$ cat src/rtl/morse_player.sv
// Buffered Morse keyer: queued characters (symbol pattern + length) are played
// back-to-back as registered tone_on/is_dash with standard unit timing.
module morse_player #(
  parameter int DEPTH          = 8,
  parameter int MAX_SYM        = 6,
  parameter int UNIT_CYCLES    = 2500000,
  parameter int DASH_UNITS     = 3,
  parameter int CHAR_GAP_UNITS = 3,
  parameter int WORD_GAP_UNITS = 7,
  localparam int LW = $clog2(MAX_SYM + 1),
  localparam int CW = $clog2(DEPTH + 1)
) (
  input  logic               clk,
  input  logic               reset,
  input  logic               wr_en,
  input  logic [MAX_SYM-1:0] wr_code,
  input  logic [LW-1:0]      wr_len,
  output logic               wr_ready,
  input  logic               abort,
  output logic               tone_on,
  output logic               is_dash,
  output logic               busy,
  output logic [CW-1:0]      level,
  output logic               char_done,
  output logic               overflow
);

  localparam int AW  = $clog2(DEPTH);
  localparam int UCW = $clog2(UNIT_CYCLES);
  localparam int MAX_UNITS =
    (DASH_UNITS > CHAR_GAP_UNITS) ?
      ((DASH_UNITS > WORD_GAP_UNITS) ? DASH_UNITS : WORD_GAP_UNITS) :
      ((CHAR_GAP_UNITS > WORD_GAP_UNITS) ? CHAR_GAP_UNITS : WORD_GAP_UNITS);
  localparam int MUW = $clog2(MAX_UNITS + 1);

  localparam logic [2:0] IDLE  = 3'd0;
  localparam logic [2:0] MARK  = 3'd1;
  localparam logic [2:0] SPACE = 3'd2;
  localparam logic [2:0] CGAP  = 3'd3;
  localparam logic [2:0] WGAP  = 3'd4;

  logic [MAX_SYM-1:0] mem_code [DEPTH];
  logic [LW-1:0]      mem_len  [DEPTH];
  logic [AW-1:0]      wr_ptr, rd_ptr;

  logic [2:0]         state, state_nx;
  logic [MAX_SYM-1:0] code, code_nx;
  logic [LW-1:0]      len, len_nx, sym_idx, sym_idx_nx;
  logic [UCW-1:0]     unit_cnt;
  logic [MUW-1:0]     mult_cnt, mult_last;
  logic [LW-1:0]      len_clamped;
  logic               full, push, pop, timer_done, cur_dash, dash_nx;

  assign full        = (level == CW'(DEPTH));
  assign push        = wr_en && !full && !abort;
  assign pop         = (state == IDLE) && (level != '0) && !abort;
  assign len_clamped = (wr_len > LW'(MAX_SYM)) ? LW'(MAX_SYM) : wr_len;
  assign busy        = (state != IDLE);
  assign cur_dash    = |(code & (MAX_SYM'(1) << sym_idx));
  assign dash_nx     = |(code_nx & (MAX_SYM'(1) << sym_idx_nx));

  // Duration of the current state is (mult_last+1) units of UNIT_CYCLES each.
  always_comb begin
    mult_last = '0;
    case (state)
      MARK:    mult_last = cur_dash ? MUW'(DASH_UNITS - 1) : '0;
      CGAP:    mult_last = MUW'(CHAR_GAP_UNITS - 1);
      WGAP:    mult_last = MUW'(WORD_GAP_UNITS - 1);
      default: mult_last = '0;
    endcase
  end

  assign timer_done = (unit_cnt == UCW'(UNIT_CYCLES - 1)) && (mult_cnt == mult_last);

  always_comb begin
    state_nx   = state;
    code_nx    = code;
    len_nx     = len;
    sym_idx_nx = sym_idx;
    if (abort) begin
      state_nx = IDLE;
    end else begin
      case (state)
        IDLE: if (pop) begin
          code_nx    = mem_code[rd_ptr];
          len_nx     = mem_len[rd_ptr];
          sym_idx_nx = '0;
          state_nx   = (mem_len[rd_ptr] != '0) ? MARK : WGAP;
        end
        MARK: if (timer_done) begin
          sym_idx_nx = sym_idx + 1'b1;
          state_nx   = (sym_idx_nx < len) ? SPACE : CGAP;
        end
        SPACE: if (timer_done) state_nx = MARK;
        CGAP, WGAP: if (timer_done) state_nx = IDLE;
        default: state_nx = IDLE;
      endcase
    end
  end

  // Outputs are registered from next-state so the first tone follows the pop by one cycle.
  always_ff @(posedge clk) begin
    if (reset) begin
      state     <= IDLE;
      code      <= '0;
      len       <= '0;
      sym_idx   <= '0;
      unit_cnt  <= '0;
      mult_cnt  <= '0;
      tone_on   <= 1'b0;
      is_dash   <= 1'b0;
      char_done <= 1'b0;
    end else begin
      state     <= state_nx;
      code      <= code_nx;
      len       <= len_nx;
      sym_idx   <= sym_idx_nx;
      tone_on   <= (state_nx == MARK);
      is_dash   <= (state_nx == MARK) && dash_nx;
      char_done <= !abort && ((state == CGAP) || (state == WGAP)) && timer_done;
      if (abort || (state_nx != state)) begin
        unit_cnt <= '0;
        mult_cnt <= '0;
      end else if (state != IDLE) begin
        if (unit_cnt == UCW'(UNIT_CYCLES - 1)) begin
          unit_cnt <= '0;
          mult_cnt <= mult_cnt + 1'b1;
        end else begin
          unit_cnt <= unit_cnt + 1'b1;
        end
      end
    end
  end

  always_ff @(posedge clk) begin
    if (push) begin
      mem_code[wr_ptr] <= wr_code;
      mem_len[wr_ptr]  <= len_clamped;
    end
  end

  // A pop never frees a slot for a push in the same cycle: push is gated on the registered level.
  always_ff @(posedge clk) begin
    if (reset) begin
      wr_ptr   <= '0;
      rd_ptr   <= '0;
      level    <= '0;
      wr_ready <= 1'b1;
      overflow <= 1'b0;
    end else if (abort) begin
      wr_ptr   <= '0;
      rd_ptr   <= '0;
      level    <= '0;
      wr_ready <= 1'b1;
    end else begin
      if (push) wr_ptr <= wr_ptr + 1'b1;
      if (pop)  rd_ptr <= rd_ptr + 1'b1;
      if (wr_en && full) overflow <= 1'b1;
      case ({push, pop})
        2'b10: begin
          level    <= level + 1'b1;
          wr_ready <= (level != CW'(DEPTH - 1));
        end
        2'b01: begin
          level    <= level - 1'b1;
          wr_ready <= 1'b1;
        end
        default: ;
      endcase
    end
  end

endmodule

$ cat config.mk
export PLATFORM = sky130hd
export DESIGN_NAME = morse_player
export DESIGN_NICKNAME = d
export VERILOG_FILES = /design/src/rtl/morse_player.sv
export SDC_FILE = /design/constraint.sdc
export NUM_CORES = 1
export LEC_CHECK = 0
export BUFFER_PORTS_ARGS = -buffer_cell sky130_fd_sc_hd__buf_2
export CORE_AREA = 2 2 96 98
export DETAILED_ROUTE_END_ITERATION = 8
export DIE_AREA = 0 0 98 100
export GPL_TIMING_DRIVEN = 0
export MAX_ROUTING_LAYER = met4
export PLACE_DENSITY = 0.79
export RECOVER_POWER = 50
export REMOVE_ABC_BUFFERS = 1
export SLEW_MARGIN = 20
export SYNTH_ARGS = -nofsm -noshare
export SYNTH_HDL_FRONTEND = slang
export SYNTH_SLANG_ARGS = --single-unit
$ cat constraint.sdc
create_clock -name clk -period 6.95 [get_ports clk]
set_clock_uncertainty 0.15 [all_clocks]
set_input_delay 1.0425 -clock clk [delete_from_list [all_inputs] [get_ports clk]]
set_output_delay 1.0425 -clock clk [all_outputs]
set_load 0.05 [all_outputs]
* Word level (Yosys, flattened, before mapping)
Memory sizes are Yosys's and may differ from the RTL's. A register that Yosys moved wholly into a read port is not among the register bits.
Index checks and enable logic that the tools add are counted.
** Word-level totals
- Logic and storage cells :: 95
- Memories kept :: 2
- Register bits after elaboration :: 55
- Bits in writable memories :: 72
- Input bits :: 13
** Cells by class
- Shift-type cells :: 2
- $add $sub $neg :: 7
- Reductions and logical operators :: 26
- Order comparisons :: 2
- Bitwise logic cells :: 3
- Mux-type cells :: 27
- Equal/unequal tests :: 12
** Memories
- mem_code :: words 8, bits a word 6, read ports 1, clocked after Yosys merged registers in 1, wr ports 1, line 42 : logic [MAX_SYM-1:0] mem_code [DEPTH];
- mem_len :: words 8, bits a word 3, read ports 1, clocked after Yosys merged registers in 1, wr ports 1, line 43 : logic [LW-1:0] mem_len [DEPTH];
** Operators with widths (count)
- $mux 3 :: 14
- $add 22x1->22 const B :: 1
- $eq 22x22->1 const B :: 1
- $mux 22 :: 1
- $mux 6 :: 3
- $add 3x1->3 const B :: 4
- $and 6x6->6 :: 2
- $pmux 3 s4 :: 1
- $reduce_or 6->1 :: 2
- $shl 1x3->6 const A :: 2
- $logic_and 1x1->1 :: 9
- $pmux 3 s3 :: 1
- $pmux 4 s2 :: 1
- $eq 3x1->1 const B :: 2
- $eq 3x2->1 const B :: 2
- $pmux 3 s2 :: 1
- $reduce_bool 3->1 :: 2
- $reduce_or 2->1 :: 3
- $add 4x1->4 const B :: 1
- $eq 4x4->1 const B :: 1
- $ne 4x3->1 const B :: 1
- $reduce_and 2->1 :: 2
- $reduce_bool 4->1 :: 1
- $sub 4x1->4 const B :: 1
- other kinds (16) :: 20

* Depth between registers and ports, before layout
Gate-level depths: netlist of the first run.
- Depth in word-level cells :: 14
- Mapped depth :: 13
- Depth with buffers taken out :: 11

* Least setup slack after synthesis of the first run
Ideal clock, no wire load.
- Path kind :: input to register
- Start :: input abort
- End :: register level[3]
- Setup time :: 0.070 ns
- Arrival time :: 3.351 ns
- Slack :: 3.379 ns
- Buffers on the path :: 2
- Data required time :: 6.730 ns
- Stages on the path :: 12
- Path through :: clkbuf_1 a2111oi_0 nand2_1 clkbuf_1 clkinv_1 ha_1 ha_1 a21o_1 a21oi_1 xnor2_1 or3_1 a21oi_1
** On the way
- Longest elaborated chain between the ends :: 4
- Elaborated cells between the ends (all ways) :: 8
** Ends and longest elaborated chain
- start, declared :: line 19 : input logic abort,
- $logic_not 1->1 (*) :: line 56 : assign pop = (state == IDLE) && (level != '0) && !abort;
- $logic_and 1x1->1 (*) :: line 56
- via pop :: line 52 : logic full, push, pop, timer_done, cur_dash, dash_nx;
- $eq 2x1->1 or $eq 2x2->1 (tied branches) :: line 159 : case ({push, pop})
- $pmux 4 s2 or $reduce_bool 2->1 (tied branches)
- end signal, assigned :: line 161 : level <= level + 1'b1;
- end signal, assigned :: line 165 : level <= level - 1'b1;
- end, declared :: line 23 : output logic [CW-1:0] level,
The timed path passes the listed nets; every way through them passes the cells marked *.
A chain may end at the register's enable or synchronous reset.

* Final worst setup path of the first run
Same ends and word-level chain as after synthesis.

==> results of run 1 <==
-- final timing paths --
check	slack, ns	cells past startpoint	end
worst max-delay path	2.94	11	level[3]$_SDFFE_PP0P_
worst min-delay path	0.33	2	rd_ptr[1]$_SDFFE_PP0P_
worst max register to register	2.95	11	level[3]$_SDFFE_PP0P_
worst min register to register	0.33	2	rd_ptr[1]$_SDFFE_PP0P_
-- area by class of cell --
type | count | area [um2] | area share
Multi-Input combinational cell | 309 | 2190 | 0.3434
Clock buffer | 17 | 414.1 | 0.06495
Inverter | 15 | 56.30 | 0.008830
Clock inverter | 15 | 157.7 | 0.02473
Timing Repair Buffer | 24 | 95.09 | 0.01491
Sequential cell | 130 | 3324 | 0.5214
Tap cell | 111 | 138.9 | 0.02178
-- layer usage --
metal | vias to the layer above | global-route usage
li1 | 1769 | -
met1 | 1815 | 0.3036
met2 | 132 | 0.4183
met3 | 15 | 0.05014
met4 | 0 | 0.1015
met5 | - | -
-- cells by family (layout without fill, tap and decap cells) --
kind of cell	count (synthesis)	count (layout)	synth area share
compound gates	61	61	0.07006
xor+xnor	29	29	0.04486
fa+ha+maj	15	15	0.03448
buf+inv	35	71	0.02387
flops	130	130	0.5870
mux	31	31	0.09238
simple gates	173	173	0.1474
-- cells in the final DEF, fill, tap and decap left out, drive strengths merged, types with 5 or more instances in the layout --
cell / instances
a21oi: 27
a22oi: 5
clkbuf: 37
dfxtp: 58
edfxtp: 72
ha: 14
inv: 25
mux2: 10
mux2i: 5
mux4: 16
nand2: 43
nand2b: 5
nand3: 6
nand4: 8
nor2: 63
nor3: 21
nor4: 6
o21ai: 6
xnor2: 9
xor2: 20
-- registers in the layout (all words and copies together) (netlist names), 4 cells and up, named ones only --
name,cells
mem_code,48
mem_len,24
unit_cnt,22
code,6
level,4
-- worst register-to-register path, cell delays in order, from the launching register on --
cell,delay (ns)
dfxtp_1,0.49
inv_1,0.16
a2111oi_0,0.74
nand2_1,0.65
clkinv_1,0.34
ha_1,0.25
ha_1,0.25
a21o_1,0.19
a21oi_1,0.18
xnor2_1,0.10
or3_1,0.30
a21oi_1,0.14
-- metrics by stage --
stage / worst slack (ns) / utilization / instances
floorplan: 3.359 / - / 454
global placement: 2.657 / 0.6560 / 587
detailed placement: 2.496 / 0.6590 / 589
CTS: 2.930 / 0.7233 / 621
global route: 2.502 / 0.7172 / 621
finish: 2.944 / 0.7172 / 621
-- where the power goes --
group	total [mW]	switching (mW)	leakage, nW	internal, mW
Combinational	0.0545	0.0362	0.756	0.0183
Sequential	0.822	0.00522	1.12	0.817
Clock	0.865	0.373	0.278	0.492
-- synth_stat cells (9+ instances only) --
| library cell | count | share of area |
|---|---|---|
| nand2_1 | 43 | 0.029 |
| clkbuf_1 | 15 | 0.0099 |
| edfxtp_1 | 72 | 0.38 |
| mux2_2 | 10 | 0.020 |
| xnor2_1 | 9 | 0.014 |
| mux4_2 | 16 | 0.064 |
| xor2_1 | 20 | 0.031 |
| dfxtp_1 | 58 | 0.21 |
| inv_1 | 14 | 0.0093 |
| ha_1 | 14 | 0.031 |
| nor2_1 | 62 | 0.041 |
| nor3_1 | 21 | 0.019 |
| a21oi_1 | 27 | 0.024 |
==> flow_summary.ini, run 1 <==
[layout]
antenna_cells = 0
drive_gt1_frac = 0.1353
area_growth_pct = 12.62
final_area_um2 = 6376
fillerInstances = 634
fin_nets = 525

[timing]
relSlewSlack = 0.2664
period_needed_ns = 4.006
finalSetupTns_ns = 0
hold_viol_final = 0
tightest_slew_ns = 1.099
maxSlewViolCount = 0
setup_viol_count_final = 0
rsz0062_at_grt = false
hold-worst-slack_ns = 0.3340
fin_crit_sh = 0.5764
max_freq_mhz = 249.6

[worst_setup_path]
path_delay_family = compound AO/OA/AOI/OAI gates
crit_start = abort
cp_cell_sequence = clkbuf_1, a2111oi_0, nand2_1, clkinv_1, ha_1, ha_1, a21o_1, a21oi_1, xnor2_1, or3_1, a21oi_1
cp-end-kind = flip-flop
startpoint_type = input port
crit_fanout = 20
r2r-start = state[0]$_SDFF_PP0_
crit_type = input port to flip-flop
max_stage_delay_ns = 0.68
crit_buf_inv = 2
crit_slowest_cell = a2111oi_0
cp.required_ns = 7.25
critPathArrivalTime_ns = 4.30

[synthesis]
synthesis.area_um2 = 5662
synth-main-ff-cell = edfxtp_1
synth.distinct_cells = 56
yosys_register_bits = 130
synth_area_per_cell_um2 = 11.94
async_flop_share = 0
netlist_instances = 474
synth-seq-area-share = 0.5870
synth_enable_flop_cells = 72
ys_warn_count = 0

[flow_run]
maxCapViolCount = 0

[die]
die_x_um = 98
num_io_pins = 23
start_util = 0.6369
core_um2 = 8890
row_count = 35
die_h_um = 100
die_area_um2 = 9800

[clocking]
htree_levels = 4
clk_latency_ns = 0.53
post_cts_buffers = 0
clk_path_buf_depth = 2
cts_sinks = 130
cts_tree = done
cts_resized = 0
numCtsBuffers = 17
clock-root-buffer = clkbuf_8
hold_buffers = 0
cts.clk_slew.worst_paths_ns = 0.06

[place]
placed_area_um2 = 5858
gp_routability_congestion = 0.8650
io_buffers = 22
place_hpwl_um = 6863

[route]
wl_per_cell_um = 18.15
routed_via_density = 6.008
wirelength_um = 11270
drt_iter0_markers = 165
dr_wl_met3_um = 595
wl_met1_um = 4839
vias = 3731
ant_nets = 0
drcViolationCount = 0
dr.pass1.iters = 5
met2_length_um = 5701
top_layer_used = met4

[min_path]
min_from = rd_ptr[1]$_SDFFE_PP0P_
worstHoldPathType = flip-flop to flip-flop

[global_route]
grt_pass1_wl_um = 18370
overflow = 0
grt_pass1_vias = 3716
antenna_found_initial = 0
grt_max_degree = 26
track_usage = 0.2509

[power]
p_total_mw = 1.742
leakagePower_nw = 2.153
ir_drop_mv = 0.2328
pwr_density_cell_nw_per_um2 = 273.1

[outcome]
status = finished, final reports clean
Power figures use the tool's default switching activity.
==> run 2: changes to the inputs <==
--- a/config.mk
+++ b/config.mk
@@ -6,12 +6,12 @@
 export NUM_CORES = 1
 export LEC_CHECK = 0
 export BUFFER_PORTS_ARGS = -buffer_cell sky130_fd_sc_hd__buf_2
-export CORE_AREA = 2 2 96 98
+export CORE_AREA = 2 2 100 102
 export DETAILED_ROUTE_END_ITERATION = 8
-export DIE_AREA = 0 0 98 100
+export DIE_AREA = 0 0 102 104
 export GPL_TIMING_DRIVEN = 0
 export MAX_ROUTING_LAYER = met4
-export PLACE_DENSITY = 0.79
+export PLACE_DENSITY = 0.73
 export RECOVER_POWER = 50
 export REMOVE_ABC_BUFFERS = 1
 export SLEW_MARGIN = 20
==> constraint.sdc (replaced) <==
create_clock -name clk -period 4.1 [get_ports clk]
set_clock_uncertainty 0.15 [all_clocks]
set_input_delay 0.615 -clock clk [delete_from_list [all_inputs] [get_ports clk]]
set_output_delay 0.615 -clock clk [all_outputs]
set_load 0.05 [all_outputs]
==> flow_summary.ini, run 2 (synthesized netlist as in run 1, its figures left out) <==
[clocking]
clock-root-buffer = clkbuf_8
clk_path_buf_depth = 2
htree_levels = 4
cts_sinks = 130
cts_tree = done
numCtsBuffers = 17
clk_latency_ns = 0.54
cts.clk_slew.worst_paths_ns = 0.06

[route]
wirelength_um = 10830
ant_nets = 0
routed_via_density = 5.663
wl_per_cell_um = 16.85
vias = 3641
dr.pass1.iters = 4
drcViolationCount = 0
drt_iter0_markers = 195

[min_path]
hold_depth = 2
holdPathEnd = state[1]$_SDFF_PP0_
worstHoldPathType = input port to flip-flop
min_from = abort

[global_route]
antenna_found_initial = 0
grt_max_degree = 26
grt_pass1_wl_um = 17750
overflow = 0
track_usage = 0.2321
grt_pass1_vias = 3648

[power]
p_sw_frac = 0.1960
ir_drop_mv = 0.4413
combPwrFrac = 0.030
p_total_mw = 3.060
internal-power_mw = 2.460
p_sw_uw = 599.7
leakagePower_nw = 2.169
clockPowerShare = 0.514
pwr_density_cell_nw_per_um2 = 473.8
power_frac_seq = 0.456

[worst_setup_path]
crit_slowest_cell = a2111oi_1
cp.required_ns = 4.43
cp-end-kind = flip-flop
r2r-start = state[0]$_SDFF_PP0_
critPathArrivalTime_ns = 4.01
rrSetupSlack_ns = 0.42
crit_fanout = 20
startpoint_type = flip-flop
crit_type = flip-flop to flip-flop
max_stage_delay_ns = 0.74
cp_cell_sequence = inv_1, a2111oi_1, nand2_2, clkinv_1, ha_1, ha_1, a21o_1, a21oi_1, xnor2_1, or3_1, a21oi_1
r2r-end = level[3]$_SDFFE_PP0P_
reg2reg_depth = 11

[die]
die_h_um = 104
die_x_um = 102
die_area_um2 = 10610
start_util = 0.5929
core_um2 = 9549
num_io_pins = 23
row_count = 36

[layout]
final_area_um2 = 6459
regMostFlops = mem_code
drive_gt1_frac = 0.1294
largest_register_ff_count = 48
fin_nets = 525
reg.largest.list = mem_code x48, mem_len x24, unit_cnt x22
stdcell_count = 643
final_util = 0.6764
area_growth_pct = 14.08
mostFrequentLayoutCells = edfxtp_1 (72), nor2_1 (62), dfxtp_1 (57), nand2_1 (42), a21oi_1 (27)
final_common_cell = edfxtp_1
antenna_cells = 0

[timing]
max_freq_mhz = 271.5
finalSetupTns_ns = 0
period_needed_ns = 3.683
setup_viol_count_final = 0
relSlewSlack = 0.2888
hold-worst-slack_ns = 0.2325
hold_viol_final = 0
maxSlewViolCount = 0
fin_crit_sh = 0.8982
setup_ws_ns = 0.4173
rsz0062_at_grt = false
tightest_slew_ns = 1.063

[flow_run]
maxCapViolCount = 0

[outcome]
status = finished, final reports clean

[place]
io_buffers = 22
gp_routability_congestion = 0.8478
dpl.cell_count = 611
place_hpwl_um = 6983
place_ws_ns = 0.008312
placed_area_um2 = 5886
run 2: cell types whose count changed in the layout (fill, tap and decap cells not counted), moves of 2 or more:
cell,delta
clkinv_1,+2
inv_8,-5
bufinv_16,+4
clkbuf_1,+3
inv_6,-6
run 2: critical path: cells and delay by family, from the launching register on:
| family | cells | cell delay, ns |
|---|---|---|
| simple gates | 2 | 0.74 |
| fa+ha+maj | 2 | 0.49 |
| xor+xnor | 1 | 0.09 |
| flops | 1 | 0.46 |
| buf+inv | 2 | 0.44 |
| compound gates | 4 | 1.23 |
run 2: worst max-delay path by stage:
stage,endpoint,depth (start not counted),startpoint
after detailed placement,level[3]$_SDFFE_PP0P_,11,abort
after global placement,level[3]$_SDFFE_PP0P_,11,abort
after CTS,level[3]$_SDFFE_PP0P_,11,state[0]$_SDFF_PP0_
after floorplan,level[3]$_SDFFE_PP0P_,11,level[0]$_SDFFE_PP0P_
final,level[3]$_SDFFE_PP0P_,11,state[0]$_SDFF_PP0_
after global routing,level[3]$_SDFFE_PP0P_,11,state[0]$_SDFF_PP0_
run 2: power by group through the flow:
stage / clock (mW) / combinational (mW) / sequential [mW]
finish: 1.57 / 0.0924 / 1.40
global route: 1.66 / 0.104 / 1.40
CTS: 1.60 / 0.0937 / 1.39
detailed placement: 0 / 0.0930 / 1.42
global placement: 0 / 0.0892 / 1.42
floorplan: 0 / 0.0559 / 1.42
run 2: layout make-up:
type | count | area, um2
Sequential cell | 130 | 3324
Timing Repair Buffer | 24 | 96.34
Clock buffer | 21 | 429.2
Inverter | 15 | 56.30
Tap cell | 133 | 166.4
Fill cell | 713 | 3090
Clock inverter | 11 | 185.2
Multi-Input combinational cell | 309 | 2201
run 2: routing by layer:
metal  wire (um)  track usage  up-vias
met2        5405       0.3614       75
met4         287       0.1124        0
met1        4688       0.2767     1771
met3         451      0.06586       24
li1            -            -     1771
met5           0            -        -
run 2: what timing repair did:
| item | 4_1_cts | 5_1_grt |
|---|---|---|
| endpoints found under the setup margin | 0 | 2 |
| buffers inserted | 0 | 0 |
| hold buffers | 0 | 0 |
| gates resized for setup | 0 | 2 |
==> run 3: changes to the inputs <==
--- a/config.mk
+++ b/config.mk
@@ -6,15 +6,14 @@
 export NUM_CORES = 1
 export LEC_CHECK = 0
 export BUFFER_PORTS_ARGS = -buffer_cell sky130_fd_sc_hd__buf_2
-export CORE_AREA = 2 2 100 102
+export CORE_AREA = 2 2 110 112
 export DETAILED_ROUTE_END_ITERATION = 8
-export DIE_AREA = 0 0 102 104
+export DIE_AREA = 0 0 112 114
 export GPL_TIMING_DRIVEN = 0
 export MAX_ROUTING_LAYER = met4
-export PLACE_DENSITY = 0.73
+export PLACE_DENSITY = 0.62
 export RECOVER_POWER = 50
 export REMOVE_ABC_BUFFERS = 1
-export SLEW_MARGIN = 20
 export SYNTH_ARGS = -nofsm -noshare
 export SYNTH_HDL_FRONTEND = slang
 export SYNTH_SLANG_ARGS = --single-unit
==> flow_summary.ini, run 3 (synthesized netlist as in run 1, its figures left out) <==
[layout]
antenna_cells = 0
mostFrequentLayoutCells = edfxtp_1 (72), nor2_1 (62), dfxtp_1 (57), nand2_1 (42), a21oi_1 (27)
final_common_cell = edfxtp_1
fin_nets = 524
drive_gt1_frac = 0.1356
regMostFlops = mem_code
largest_register_ff_count = 48
area_growth_pct = 14.23
final_util = 0.5522
reg.largest.list = mem_code x48, mem_len x24, unit_cnt x22

[clocking]
hold_buffers = 0
clk_latency_ns = 0.41
clk_path_buf_depth = 2
cts_resized = 0
htree_levels = 4
cts.clk_slew.worst_paths_ns = 0.06
clock-root-buffer = clkbuf_16
cts_tree = done
numCtsBuffers = 17
post_cts_buffers = 0
cts_sinks = 130

[global_route]
grt_pass1_vias = 3507
antenna_found_initial = 0
grt_max_degree = 26
track_usage = 0.1878
overflow = 0
grt_pass1_wl_um = 17730

[flow_run]
maxCapViolCount = 0

[outcome]
status = finished, final reports clean

[route]
dr.pass1.iters = 5
routed_via_density = 5.471
wirelength_um = 10920
drt_iter0_markers = 171
ant_nets = 0
drcViolationCount = 0
wl_per_cell_um = 16.65
vias = 3589

[die]
num_io_pins = 23
row_count = 40
start_util = 0.4834
core_um2 = 11710
die_x_um = 112
die_area_um2 = 12770
die_h_um = 114

[power]
ir_drop_mv = 0.4800
pwr_density_cell_nw_per_um2 = 462.5
leakagePower_nw = 2.169

[timing]
max_freq_mhz = 275.4
rsz0062_at_grt = false
maxSlewViolCount = 0
relSlewSlack = 0.2639
finalSetupTns_ns = 0
tightest_slew_ns = 1.101
period_needed_ns = 3.632
hold_viol_final = 0
fin_crit_sh = 0.8858
setup_viol_count_final = 0
setup_ws_ns = 0.4684

[place]
place_hpwl_um = 7005
io_buffers = 22
place_ws_ns = 0.1709
gp_routability_congestion = 0.7619

[worst_setup_path]
rrSetupSlack_ns = 0.47
cp.required_ns = 4.27
cp-end-kind = flip-flop
startpoint_type = flip-flop
crit_fanout = 25
critPathArrivalTime_ns = 3.80
crit_type = flip-flop to flip-flop

[min_path]
worstHoldPathType = flip-flop to flip-flop
run 3: cell types whose count changed in the layout (fill, tap and decap cells not counted), moves of 2 or more:
cell       before  now
clkbuf_1       23   19
bufinv_16       5    3
clkinv_4        1    4
nor3_2          0    2
mux2_2         10    8
mux2_1          0    2
nor3_1         21   19
run 3: cell type report:
type / instances / area [um2]
clock buffers: 18 / 429.2
clock inverters: 14 / 163.9
fillers: 994 / 5244
inverters: 15 / 56.30
multi-input cells: 309 / 2217
flip-flops and latches: 130 / 3324
well taps: 147 / 183.9
repair buffers: 23 / 92.59
run 3: metrics by stage:
step / power (mW) / hold WS (ns) / instances / area, um2
2_1_floorplan: 1.480 / 0.2874 / 454 / 5583
3_3_place_gp: 1.512 / 0.2941 / 623 / 5877
3_5_place_dp: 1.516 / 0.3062 / 624 / 5894
4_1_cts: 3.012 / 0.3045 / 656 / 6487
5_1_grt: 3.076 / 0.3449 / 656 / 6467
6_report: 2.991 / 0.3176 / 656 / 6467
run 3: power breakdown:
part	internal (mW)	switching [mW]	leakage, nW
clock	0.951	0.553	0.281
combinational	0.0307	0.0612	0.769
sequential	1.39	0.00838	1.12
total	2.37	0.622	2.17
run 3: final timing paths:
kind,start,end,depth (start not counted)
worst min-delay path,overflow$_SDFFE_PP0P_,overflow$_SDFFE_PP0P_,2
worst min register to register,overflow$_SDFFE_PP0P_,overflow$_SDFFE_PP0P_,2
worst max-delay path,flip-flop,unit_cnt[18]$_SDFFE_PP0P_,8
worst max register to register,flip-flop,unit_cnt[18]$_SDFFE_PP0P_,8
run 3: critical path, stage by stage (launching register included):
cell and delay (ns):
dfxtp_1 1.03, mux2_2 0.43, nor4_1 0.28, a31oi_1 0.07, a21oi_1 0.36, o2bb2ai_1 0.12
nor3b_2 0.27, o211ai_2 0.49, nor3_1 0.32
run 3: metal layers:
layer | vias to the layer above | routed length [um] | GRT usage
met5 | - | 0 | -
met4 | 0 | 154 | 0.06341
met3 | 13 | 425 | 0.05260
met2 | 61 | 5368 | 0.3123
met1 | 1748 | 4973 | 0.2226
li1 | 1767 | - | -
